===== config.mk =====
export PLATFORM = sky130hd
export DESIGN_NAME = barrett_reduce_pipe_flat
export DESIGN_NICKNAME = d
export VERILOG_FILES = /design/src/rtl/modred_pkg.sv /design/src/rtl/barrett_reduce_pipe_if.sv /design/src/rtl/modred_final_sub.sv /design/src/rtl/barrett_reduce_pipe.sv /design/src/flat_wrapper.sv
export SDC_FILE = /design/constraint.sdc
export NUM_CORES = 1
export LEC_CHECK = 0
export CORE_MARGIN = 2
export CORE_UTILIZATION = 52
export CTS_CLUSTER_SIZE = 40
export DETAILED_ROUTE_END_ITERATION = 10
export PLACE_DENSITY = 0.81
export RECOVER_POWER = 100
export REMOVE_ABC_BUFFERS = 1
export SYNTH_ARGS = -nofsm -noshare
export SYNTH_HDL_FRONTEND = slang
export SYNTH_HIERARCHICAL = 1
export SYNTH_SLANG_ARGS = --single-unit

===== constraint.sdc =====
create_clock -name clk -period 5.25 [get_ports clk]
set_input_delay 1.575 -clock clk [delete_from_list [all_inputs] [get_ports clk]]
set_output_delay 1.575 -clock clk [all_outputs]
set_load 0.05 [all_outputs]

===== src/rtl/modred_pkg.sv =====
`default_nettype none
// ============================================================================
// Module   : modred_pkg
// Purpose  : Shared defaults, mode encodings and Barrett constant helper for
//            the modular reduction pipeline.
// Revision : 1.0 - initial pipelined Barrett release
// ============================================================================
package modred_pkg;

    localparam int unsigned MODRED_Q_WIDTH    = 23;
    localparam int unsigned MODRED_Q          = 8380417;
    localparam int unsigned MODRED_DATA_WIDTH = 2 * MODRED_Q_WIDTH;
    localparam int unsigned MODRED_TAG_WIDTH  = 4;

    localparam logic MODE_CANON  = 1'b0;
    localparam logic MODE_CENTER = 1'b1;

    // floor(2^(2k) / q); valid for k up to 31
    function automatic logic [63:0] barrett_mu(input logic [63:0] q, input int unsigned k);
        logic [63:0] num;
        num = 64'd1 << (2 * k);
        return num / q;
    endfunction

endpackage
`default_nettype wire


===== src/rtl/barrett_reduce_pipe_if.sv =====
`default_nettype none
// ============================================================================
// Module   : barrett_reduce_pipe_if
// Purpose  : Operand-in / result-out valid-ready bundle for the reducer.
// Revision : 1.0 - initial pipelined Barrett release
// ============================================================================
interface barrett_reduce_pipe_if
    import modred_pkg::*;
#(
    parameter int unsigned DATA_WIDTH = MODRED_DATA_WIDTH,
    parameter int unsigned Q_WIDTH    = MODRED_Q_WIDTH,
    parameter int unsigned TAG_WIDTH  = MODRED_TAG_WIDTH
);

    logic                  in_valid;
    logic                  in_ready;
    logic [DATA_WIDTH-1:0] in_data;
    logic                  in_mode;
    logic [TAG_WIDTH-1:0]  in_tag;
    logic                  out_valid;
    logic                  out_ready;
    logic [Q_WIDTH:0]      out_data;
    logic [TAG_WIDTH-1:0]  out_tag;

    modport master (
        output in_valid, in_data, in_mode, in_tag, out_ready,
        input  in_ready, out_valid, out_data, out_tag
    );

    modport slave (
        input  in_valid, in_data, in_mode, in_tag, out_ready,
        output in_ready, out_valid, out_data, out_tag
    );

endinterface
`default_nettype wire


===== src/rtl/modred_final_sub.sv =====
`default_nettype none
// ============================================================================
// Module   : modred_final_sub
// Purpose  : Final Barrett correction (r in [0,3Q) -> [0,Q)) and optional
//            centering into the signed symmetric range.
// Revision : 1.0 - initial pipelined Barrett release
// ============================================================================
module modred_final_sub
    import modred_pkg::*;
#(
    parameter int unsigned Q_WIDTH = MODRED_Q_WIDTH,
    parameter int unsigned Q       = MODRED_Q
) (
    input  wire logic [Q_WIDTH+1:0] i_r,
    input  wire logic               i_mode,
    output logic      [Q_WIDTH:0]   o_data
);

    localparam int unsigned       c_K         = Q_WIDTH;
    localparam logic [63:0]       c_Q_FULL    = 64'(Q);
    localparam logic [63:0]       c_2Q_FULL   = c_Q_FULL << 1;
    localparam logic [63:0]       c_HALF_FULL = (c_Q_FULL - 64'd1) >> 1;
    localparam logic [c_K+2:0]    c_Q1        = c_Q_FULL[c_K+2:0];
    localparam logic [c_K+2:0]    c_Q2        = c_2Q_FULL[c_K+2:0];
    localparam logic [c_K:0]      c_QC        = c_Q_FULL[c_K:0];
    localparam logic [c_K-1:0]    c_HALF      = c_HALF_FULL[c_K-1:0];

    logic [c_K+2:0] w_rx;
    logic [c_K+2:0] w_d1;
    logic [c_K+2:0] w_d2;
    logic [c_K-1:0] w_c;
    logic           w_unused;

    // one extra bit so the MSB of each difference acts as its sign
    assign w_rx = {1'b0, i_r};
    assign w_d1 = w_rx - c_Q1;
    assign w_d2 = w_rx - c_Q2;
    assign w_unused = ^{w_d1[c_K+1:c_K], w_d2[c_K+1:c_K]};

    always_comb begin
        w_c = i_r[c_K-1:0];
        if (!w_d2[c_K+2]) begin
            w_c = w_d2[c_K-1:0];
        end else if (!w_d1[c_K+2]) begin
            w_c = w_d1[c_K-1:0];
        end
    end

    always_comb begin
        o_data = {1'b0, w_c};
        if ((i_mode == MODE_CENTER) && (w_c > c_HALF)) begin
            o_data = {1'b0, w_c} - c_QC;
        end
    end

endmodule
`default_nettype wire


===== src/rtl/barrett_reduce_pipe.sv =====
`default_nettype none
// ============================================================================
// Module   : barrett_reduce_pipe
// Purpose  : Fully pipelined Barrett reducer, x mod Q with 4-cycle latency,
//            one operand per cycle, global-stall valid/ready flow control.
// Revision : 1.0 - initial pipelined Barrett release
// ============================================================================
module barrett_reduce_pipe
    import modred_pkg::*;
#(
    parameter int unsigned Q_WIDTH    = MODRED_Q_WIDTH,
    parameter int unsigned Q          = MODRED_Q,
    parameter int unsigned DATA_WIDTH = MODRED_DATA_WIDTH,
    parameter int unsigned TAG_WIDTH  = MODRED_TAG_WIDTH
) (
    input wire logic             clk,
    input wire logic             rst,
    barrett_reduce_pipe_if.slave bus
);

    localparam int unsigned    c_K       = Q_WIDTH;
    localparam logic [63:0]    c_MU_FULL = barrett_mu(64'(Q), Q_WIDTH);
    localparam logic [63:0]    c_Q_FULL  = 64'(Q);
    localparam logic [c_K:0]   c_MU      = c_MU_FULL[c_K:0];
    localparam logic [c_K+1:0] c_Q_LO    = c_Q_FULL[c_K+1:0];

    logic                  w_en;
    logic [c_K:0]          w_q1;
    logic [2*c_K+1:0]      w_p;
    logic [c_K:0]          w_qh;
    logic [c_K+1:0]        w_m;
    logic [c_K+1:0]        w_r;
    logic [c_K:0]          w_final;
    logic                  w_unused;

    logic                  r_v0, r_v1, r_v2, r_v3;
    logic                  r_mode0, r_mode1, r_mode2, r_mode3;
    logic [TAG_WIDTH-1:0]  r_tag0, r_tag1, r_tag2, r_tag3;
    logic [DATA_WIDTH-1:0] r_x0;
    logic [c_K+1:0]        r_x1, r_x2;
    logic [2*c_K+1:0]      r_p1;
    logic [c_K+1:0]        r_m2;
    logic [c_K+1:0]        r_r3;
    logic                  r_out_valid;
    logic [c_K:0]          r_out_data;
    logic [TAG_WIDTH-1:0]  r_out_tag;

    assign w_en = !r_out_valid || bus.out_ready;

    // only the top K+1 bits of p and the low K+2 bits of x matter downstream
    assign w_q1     = r_x0[DATA_WIDTH-1:c_K-1];
    assign w_p      = {{(c_K+1){1'b0}}, w_q1} * {{(c_K+1){1'b0}}, c_MU};
    assign w_qh     = r_p1[2*c_K+1:c_K+1];
    assign w_m      = {1'b0, w_qh} * c_Q_LO;
    assign w_r      = r_x2 - r_m2;
    assign w_unused = ^{1'b0, r_p1[c_K:0]};

    modred_final_sub #(
        .Q_WIDTH (Q_WIDTH),
        .Q       (Q)
    ) u_final (
        .i_r    (r_r3),
        .i_mode (r_mode3),
        .o_data (w_final)
    );

    always_ff @(posedge clk) begin
        if (rst) begin
            r_v0        <= 1'b0;
            r_v1        <= 1'b0;
            r_v2        <= 1'b0;
            r_v3        <= 1'b0;
            r_mode0     <= 1'b0;
            r_mode1     <= 1'b0;
            r_mode2     <= 1'b0;
            r_mode3     <= 1'b0;
            r_tag0      <= '0;
            r_tag1      <= '0;
            r_tag2      <= '0;
            r_tag3      <= '0;
            r_x0        <= '0;
            r_x1        <= '0;
            r_x2        <= '0;
            r_p1        <= '0;
            r_m2        <= '0;
            r_r3        <= '0;
            r_out_valid <= 1'b0;
            r_out_data  <= '0;
            r_out_tag   <= '0;
        end else if (w_en) begin
            r_v0        <= bus.in_valid;
            r_x0        <= bus.in_data;
            r_mode0     <= bus.in_mode;
            r_tag0      <= bus.in_tag;

            r_v1        <= r_v0;
            r_p1        <= w_p;
            r_x1        <= r_x0[c_K+1:0];
            r_mode1     <= r_mode0;
            r_tag1      <= r_tag0;

            r_v2        <= r_v1;
            r_m2        <= w_m;
            r_x2        <= r_x1;
            r_mode2     <= r_mode1;
            r_tag2      <= r_tag1;

            r_v3        <= r_v2;
            r_r3        <= w_r;
            r_mode3     <= r_mode2;
            r_tag3      <= r_tag2;

            r_out_valid <= r_v3;
            r_out_data  <= w_final;
            r_out_tag   <= r_tag3;
        end
    end

    assign bus.in_ready  = w_en;
    assign bus.out_valid = r_out_valid;
    assign bus.out_data  = r_out_data;
    assign bus.out_tag   = r_out_tag;

endmodule
`default_nettype wire


===== src/flat_wrapper.sv =====
// flat-port wrapper written by rule: the top's interface ports become plain ports
module barrett_reduce_pipe_flat import modred_pkg::*;
#(
    parameter int unsigned Q_WIDTH    = MODRED_Q_WIDTH,
    parameter int unsigned Q          = MODRED_Q,
    parameter int unsigned DATA_WIDTH = MODRED_DATA_WIDTH,
    parameter int unsigned TAG_WIDTH  = MODRED_TAG_WIDTH
)
  (clk, rst, bus_in_valid, bus_in_data, bus_in_mode, bus_in_tag, bus_out_ready, bus_in_ready, bus_out_valid, bus_out_data, bus_out_tag);
  barrett_reduce_pipe_if #(.DATA_WIDTH(DATA_WIDTH), .Q_WIDTH(Q_WIDTH), .TAG_WIDTH(TAG_WIDTH)) bus_i ();
  input wire logic clk;
  input wire logic rst;
  input wire logic [$bits(bus_i.in_valid)-1:0] bus_in_valid;
  input wire logic [$bits(bus_i.in_data)-1:0] bus_in_data;
  input wire logic [$bits(bus_i.in_mode)-1:0] bus_in_mode;
  input wire logic [$bits(bus_i.in_tag)-1:0] bus_in_tag;
  input wire logic [$bits(bus_i.out_ready)-1:0] bus_out_ready;
  output wire logic [$bits(bus_i.in_ready)-1:0] bus_in_ready;
  output wire logic [$bits(bus_i.out_valid)-1:0] bus_out_valid;
  output wire logic [$bits(bus_i.out_data)-1:0] bus_out_data;
  output wire logic [$bits(bus_i.out_tag)-1:0] bus_out_tag;
  assign bus_i.in_valid = bus_in_valid;
  assign bus_i.in_data = bus_in_data;
  assign bus_i.in_mode = bus_in_mode;
  assign bus_i.in_tag = bus_in_tag;
  assign bus_i.out_ready = bus_out_ready;
  assign bus_in_ready = bus_i.in_ready;
  assign bus_out_valid = bus_i.out_valid;
  assign bus_out_data = bus_i.out_data;
  assign bus_out_tag = bus_i.out_tag;
  barrett_reduce_pipe #(.Q_WIDTH(Q_WIDTH), .Q(Q), .DATA_WIDTH(DATA_WIDTH), .TAG_WIDTH(TAG_WIDTH)) u_core (.clk(clk), .rst(rst), .bus(bus_i));
endmodule

# ---- Word level (Yosys, flattened, before mapping)
# Index checks and enable logic that the tools add are counted.
dict set report classes {
  n_addsub 4
  muxes 3
  reduce_logical 3
  n_mul 2
  n_lt_le_gt_ge 1
}
# operator count
set op_table {}
lappend op_table {{24-bit by 24-bit multiplier with 48-bit output (second input constant)} 1}
lappend op_table {{23-bit 2-to-1 mux} 2}
lappend op_table {{25-bit by 23-bit subtractor with 26-bit output (second input constant)} 1}
lappend op_table {{25-bit by 24-bit subtractor with 26-bit output (second input constant)} 1}
lappend op_table {{24-bit by 23-bit multiplier with 25-bit output (second input constant)} 1}
lappend op_table {{25-bit subtractor} 1}
lappend op_table {{24-bit 2-to-1 mux} 1}
lappend op_table {{23-bit by 23-bit subtractor with 24-bit output (second input constant)} 1}
lappend op_table {{23-bit by 22-bit > comparator with 1-bit output (second input constant)} 1}
lappend op_table {{1-bit logical AND} 1}
lappend op_table {{1-bit zero test} 1}
lappend op_table {{1-bit logical OR} 1}
dict set report totals {
  output_inout_bits 30
  ff_bits 247
}

# ---- Depth between registers and ports, before layout
dict set report logic_depth {
  ltp_word 6
  depth_mapped 22
  depth_no_buf 22
}

# ---- Modules after synthesis
# The synthesis kept the hierarchy.
# module seq_area_each_um2 area_per_inst_um2 n_inst cells_each
set modules_own_cells {}
lappend modules_own_cells {barrett_reduce_pipe 4464.3 14232.4 1 1674}
lappend modules_own_cells {modred_final_sub 0.0 1855.5 1 252}

# ---- Worst setup path after synthesis
# No wires, ideal clock.
dict set report synth_timing {
  path_type {register -> register}
  from {register u_core.r_p1[31]}
  to {register u_core.r_m2[24]}
  path_stages_with_launch 17
  t_arrival_ps 4867
  n_path_buf 0
  period_less_slack_ps 4953
  setup_slack_ps 297
  path_cell_list {dfxtp_1 > fa_1 > fa_1 > inv_1 > fa_1 > inv_1 > fa_1 > fa_1 > inv_1 > fa_1 > inv_1 > ha_1 > ha_1 > a21oi_1 > o21ai_0 > xnor2_1 > a211oi_1}
}
dict set report synth_between {
  elab_chain_cells 1
}
# item line
set synth_lines {}
lappend synth_lines {{from (decl)} barrett_reduce_pipe.sv:41} ;# logic [2*c_K+1:0] r_p1;
lappend synth_lines {{from (signal assigned)} barrett_reduce_pipe.sv:97} ;# r_p1 <= w_p;
lappend synth_lines {{24-bit by 23-bit multiplier with 25-bit output} barrett_reduce_pipe.sv:54} ;# assign w_m = {1'b0, w_qh} * c_Q_LO;
lappend synth_lines {{to (signal assigned)} barrett_reduce_pipe.sv:103} ;# r_m2 <= w_m;
lappend synth_lines {{to (decl)} barrett_reduce_pipe.sv:42} ;# logic [c_K+1:0] r_m2;
# No other way between the ends.
# A chain may end at the register's enable or synchronous reset.

# ---- Worst setup path after layout
dict set report layout_timing {
  from {register u_core.r_p1[25]}
  to {register u_core.r_m2[24]}
}
# The elaborated chain is that of the path after synthesis.

==> key figures <==
Run status
  – Run status: complete, no violations

Floorplanning
  – Initial core utilization: between 50 and 60%
  – Die area: around 32000 um2
  – Row cnt: between 60 and 70
  – Chip Height: between 150 and 200 um
  – Die X: 180 um
  – I/O pin count: 85
  – Core footprint: 30500 um2

STA
  – Setup WS post-layout: roughly 0.19 ns
  – Worst Max-Slew Pin Slew: between 1 and 1.5 ns
  – Final max-slew violation count: 0
  – Setup-failing EPs final: 0
  – Final Critical Period: 5.06 ns
  – Final period util: 96.4%
  – WHS: about 0.44 ns
  – Setup TNS: 0 ns
  – Fin. Hold Viols: 0
  – Slew HR: ~2.6%
  – F_max: 198 MHz
  – Clk_skew: between 0.015 and 0.02 ns

CTS
  – Post-CTS Setup Bufs: 0
  – Count of hold-fix buffers inserted at cts: 0
  – CTS Buf Count: 25
  – Clock sink count: 223
  – Clock tree buffer depth: 3
  – H-tree depth reported by CTS: 1
  – CTS tree: done
  – Clk slew on worst S/H paths: 0.06 ns
  – Clk root buf: clkbuf_16
  – Clk_lat worst skew: between 0.5 and 0.6 ns

Critical path
  – Most common cell on crit path: fa_1
  – Startpoint Class: register
  – Reg2reg setup slack: 0.19 ns
  – RR Endpoint: u_core/r_m2[24]
  – Worst EP required: ~5.7 ns
  – CP Class: reg2reg
  – Worst path slowest cell: fa_1
  – Worst Path Max Fanout: 3
  – Setup crit end kind: register
  – Critical path, cell by cell: inv_1 -> fa_1 -> inv_1 -> fa_1 -> inv_1 -> fa_1 -> fa_1 -> fa_1 -> inv_1 -> fa_1 -> ha_1 -> ha_1 -> a21oi_1 -> o21ai_1 -> xnor2_1 -> a211oi_1
  – Data arrival, critical path: 5.53 ns
  – FF-to-FF Start: u_core/r_p1[25]
  – Reg2reg path depth: 16
  – Crit path largest cell delay: around 0.54 ns

Detailed routing
  – Drt total wl: 36.6 mm
  – Drt drc: 0
  – 1st-pass router iterations: 8
  – DR vias/cell: 5.51
  – DRT antenna net count: 0
  – Drt wl/cell: 15.3 um
  – Vias: 13200
  – Starting DRT DRC Count: 835

Global route
  – M3 GR Usage: 2.63%
  – GR peak layer: met2
  – Vias in the first global route: 12900
  – Initial antenna violation count: 0
  – Met2 global-route usage: 40.0%
  – GRT overflow: 0
  – Met1 Use GR: roughly 28%
  – GRT Total Usage: 22.5%
  – First-pass GRT wire length: 61.8 mm
  – Maximum number of pins on one net before global-route repair: about 160

Place
  – Post-DP HPWL: ~27 mm
  – Placed Cells: 2344
  – Routability congestion estimate from global placement: 0.878
  – DP Worst Slack: -0.0167 ns
  – Port Buffers: 84

Synthesis
  – Seq/Total Area, Yosys: 27.7%
  – Post-synth cell types: 93
  – Post-synth ARST share: 0%
  – Post-Syn Instances: about 1900
  – Synthesis-stage register bit count: roughly 220
  – Post-synth EDFFs: 0
  – Yosys synthesis warning count: 6
  – Area leader, netlist: dfxtp_1
  – Area of the mapped netlist: 16100 um2
  – Yosys top cell area share: between 20% and 30%
  – Area contributors post-synth: dfxtp_1, ha_1, nand2_1
  – Mean Syn Cell Area: roughly 8.4 um2
  – Synth Flop Type: dfxtp_1

Hold path
  – Hold_sp: u_core/bus.out_data[3]
  – Hold Path End: u_core/bus.out_data[3]
  – Worst min path class: reg2reg
  – Hold Path Depth: 2

Cells and area
  – Finished Layout Cells: 2390
  – Inserted Diodes: 0
  – Fillers: 2651
  – Core Util, Final: 59.6%
  – Final net count: 2318
  – Fraction of layout cells with a size suffix above 1: 6.27%
  – Area grow syn2layout: 12.9%

Power and ir drop
  – Combinational fraction of design power: 61.4%
  – Flop pwr share: between 20% and 30%
  – Peak VDD IR: 0.000664 V
  – Clk pwr share: 17.9%
  – Sw Share: 43.4%
  – Int Pwr: slightly above 6 mW
  – Net switching power figure: 4.74 mW
  – Pwr Density: 602 nW/um2
  – Leakage power: between 8 and 9 nW

Run
  – Number of max-cap violations: 0
worst max path at each step:
stage                     cells past startpoint               to             from
after floorplan                               2     bus_in_ready    bus_out_ready
after global placement                       18  u_core/r_m2[24]  u_core/r_p1[28]
after detailed placement                     20  u_core/r_m2[23]  u_core/r_p1[28]
after CTS                                    22  u_core/r_m2[23]  u_core/r_p1[27]
after global routing                         22  u_core/r_m2[23]  u_core/r_p1[25]
final                                        16  u_core/r_m2[24]  u_core/r_p1[25]
power by group through the flow:
stage,clock (mW),combinational (mW),sequential [mW]
3_5_place_dp,0,6.54,2.30
3_3_place_gp,0,6.27,2.29
2_1_floorplan,0,4.94,2.44
4_1_cts,2.01,6.62,2.27
5_1_grt,2.06,7.63,2.31
6_report,1.96,6.71,2.27
cells by family after synthesis:
logic type / count (synthesis) / share of synthesized area [%]
compound gates: 427 / 17.0
simple gates: 627 / 17.6
fa+ha+maj: 288 / 25.9
flops: 223 / 27.7
buf+inv: 261 / 6.20
xor+xnor: 97 / 5.33
mux: 3 / 0.187
cell usage in the layout, fill, tap and decap left out, drive strengths merged, types with 11 or more instances in the layout:
| cell | instances |
|---|---|
| dfxtp | 223 |
| clkdlybuf4s50 | 52 |
| or3 | 11 |
| nor3 | 16 |
| xor2 | 33 |
| xnor2 | 64 |
| nand2 | 435 |
| nor2 | 43 |
| dlygate4sd3 | 30 |
| clkbuf | 38 |
| ha | 212 |
| buf | 20 |
| a21oi | 254 |
| a211oi | 20 |
| nand4 | 21 |
| a31oi | 14 |
| nand3 | 36 |
| a21o | 25 |
| o21ai | 44 |
| inv | 179 |
| fa | 76 |
sequential cells by signal (all words and copies together), names as in the netlist, 4 cells and up:
| signal | count |
|---|---|
| u_core/r_r3 | 25 |
| u_core/r_tag0 | 4 |
| u_core/r_p1 | 24 |
| u_core/bus.out_tag | 4 |
| u_core/r_tag2 | 4 |
| u_core/r_x0 | 46 |
| u_core/r_x2 | 25 |
| u_core/bus.out_data | 24 |
| u_core/r_tag3 | 4 |
| u_core/r_m2 | 25 |
| u_core/r_x1 | 25 |
| u_core/r_tag1 | 4 |
metal layers:
metal | part of all wire, % | routed length, um | vias up
li1 | - | - | 6606
met4 | 3.2 | 1170 | 0
met3 | 3.4 | 1240 | 66
met2 | 50 | 18200 | 234
met5 | 0 | 0 | -
met1 | 44 | 16000 | 6272
timing repair:
item,in CTS,in global routing
resized for setup,1,15
endpoints found under the setup margin,2,4
pin swaps,0,2
cells in the mapped netlist, drive strengths merged (4+ instances only):
cell	number
fa	76
a31oi	14
o31ai	9
nand2	435
inv	177
nand2b	6
nor3b	6
nor3	16
o21a	10
a211oi	20
o41ai	5
or4	6
nor2b	8
a2111oi	5
o21bai	7
or3	11
xnor2	64
dfxtp	223
a21o	25
nand4	21
buf	18
ha	212
o21ai	44
nor4	8
and3	7
clkbuf	66
and2	6
or2	6
a21oi	254
nand3	36
nor2	43
xor2	33
o211ai	4
per-stage QoR:
stage          power, mW  instance area, um2
6_report            10.9               18200
5_1_grt             12.0               18200
4_1_cts             10.9               18200
3_5_place_dp        8.84               17300
3_3_place_gp        8.56               17300
2_1_floorplan       7.38               15800
worst max-delay path, delay by kind of cell, from the launching register on:
family	cells	cell delay, ns
buffers and inverters	4	0.29
adder cells (fa/ha/maj)	8	3.75
AO/OA/AOI/OAI	3	0.47
flip-flops	1	0.35
XOR/XNOR	1	0.13
final cells by class:
type / instances / area [um2] / share of cell area, %
Tap cell: 396 / 495 / 2.73
Inverter: 177 / 669 / 3.68
Clock buffer: 34 / 729 / 4.01
Clock inverter: 12 / 210 / 1.16
Sequential cell: 223 / 4480 / 24.6
Timing Repair Buffer: 106 / 1020 / 5.62
Multi-Input combinational cell: 1442 / 10600 / 58.2
Power figures use the tool's default switching activity.
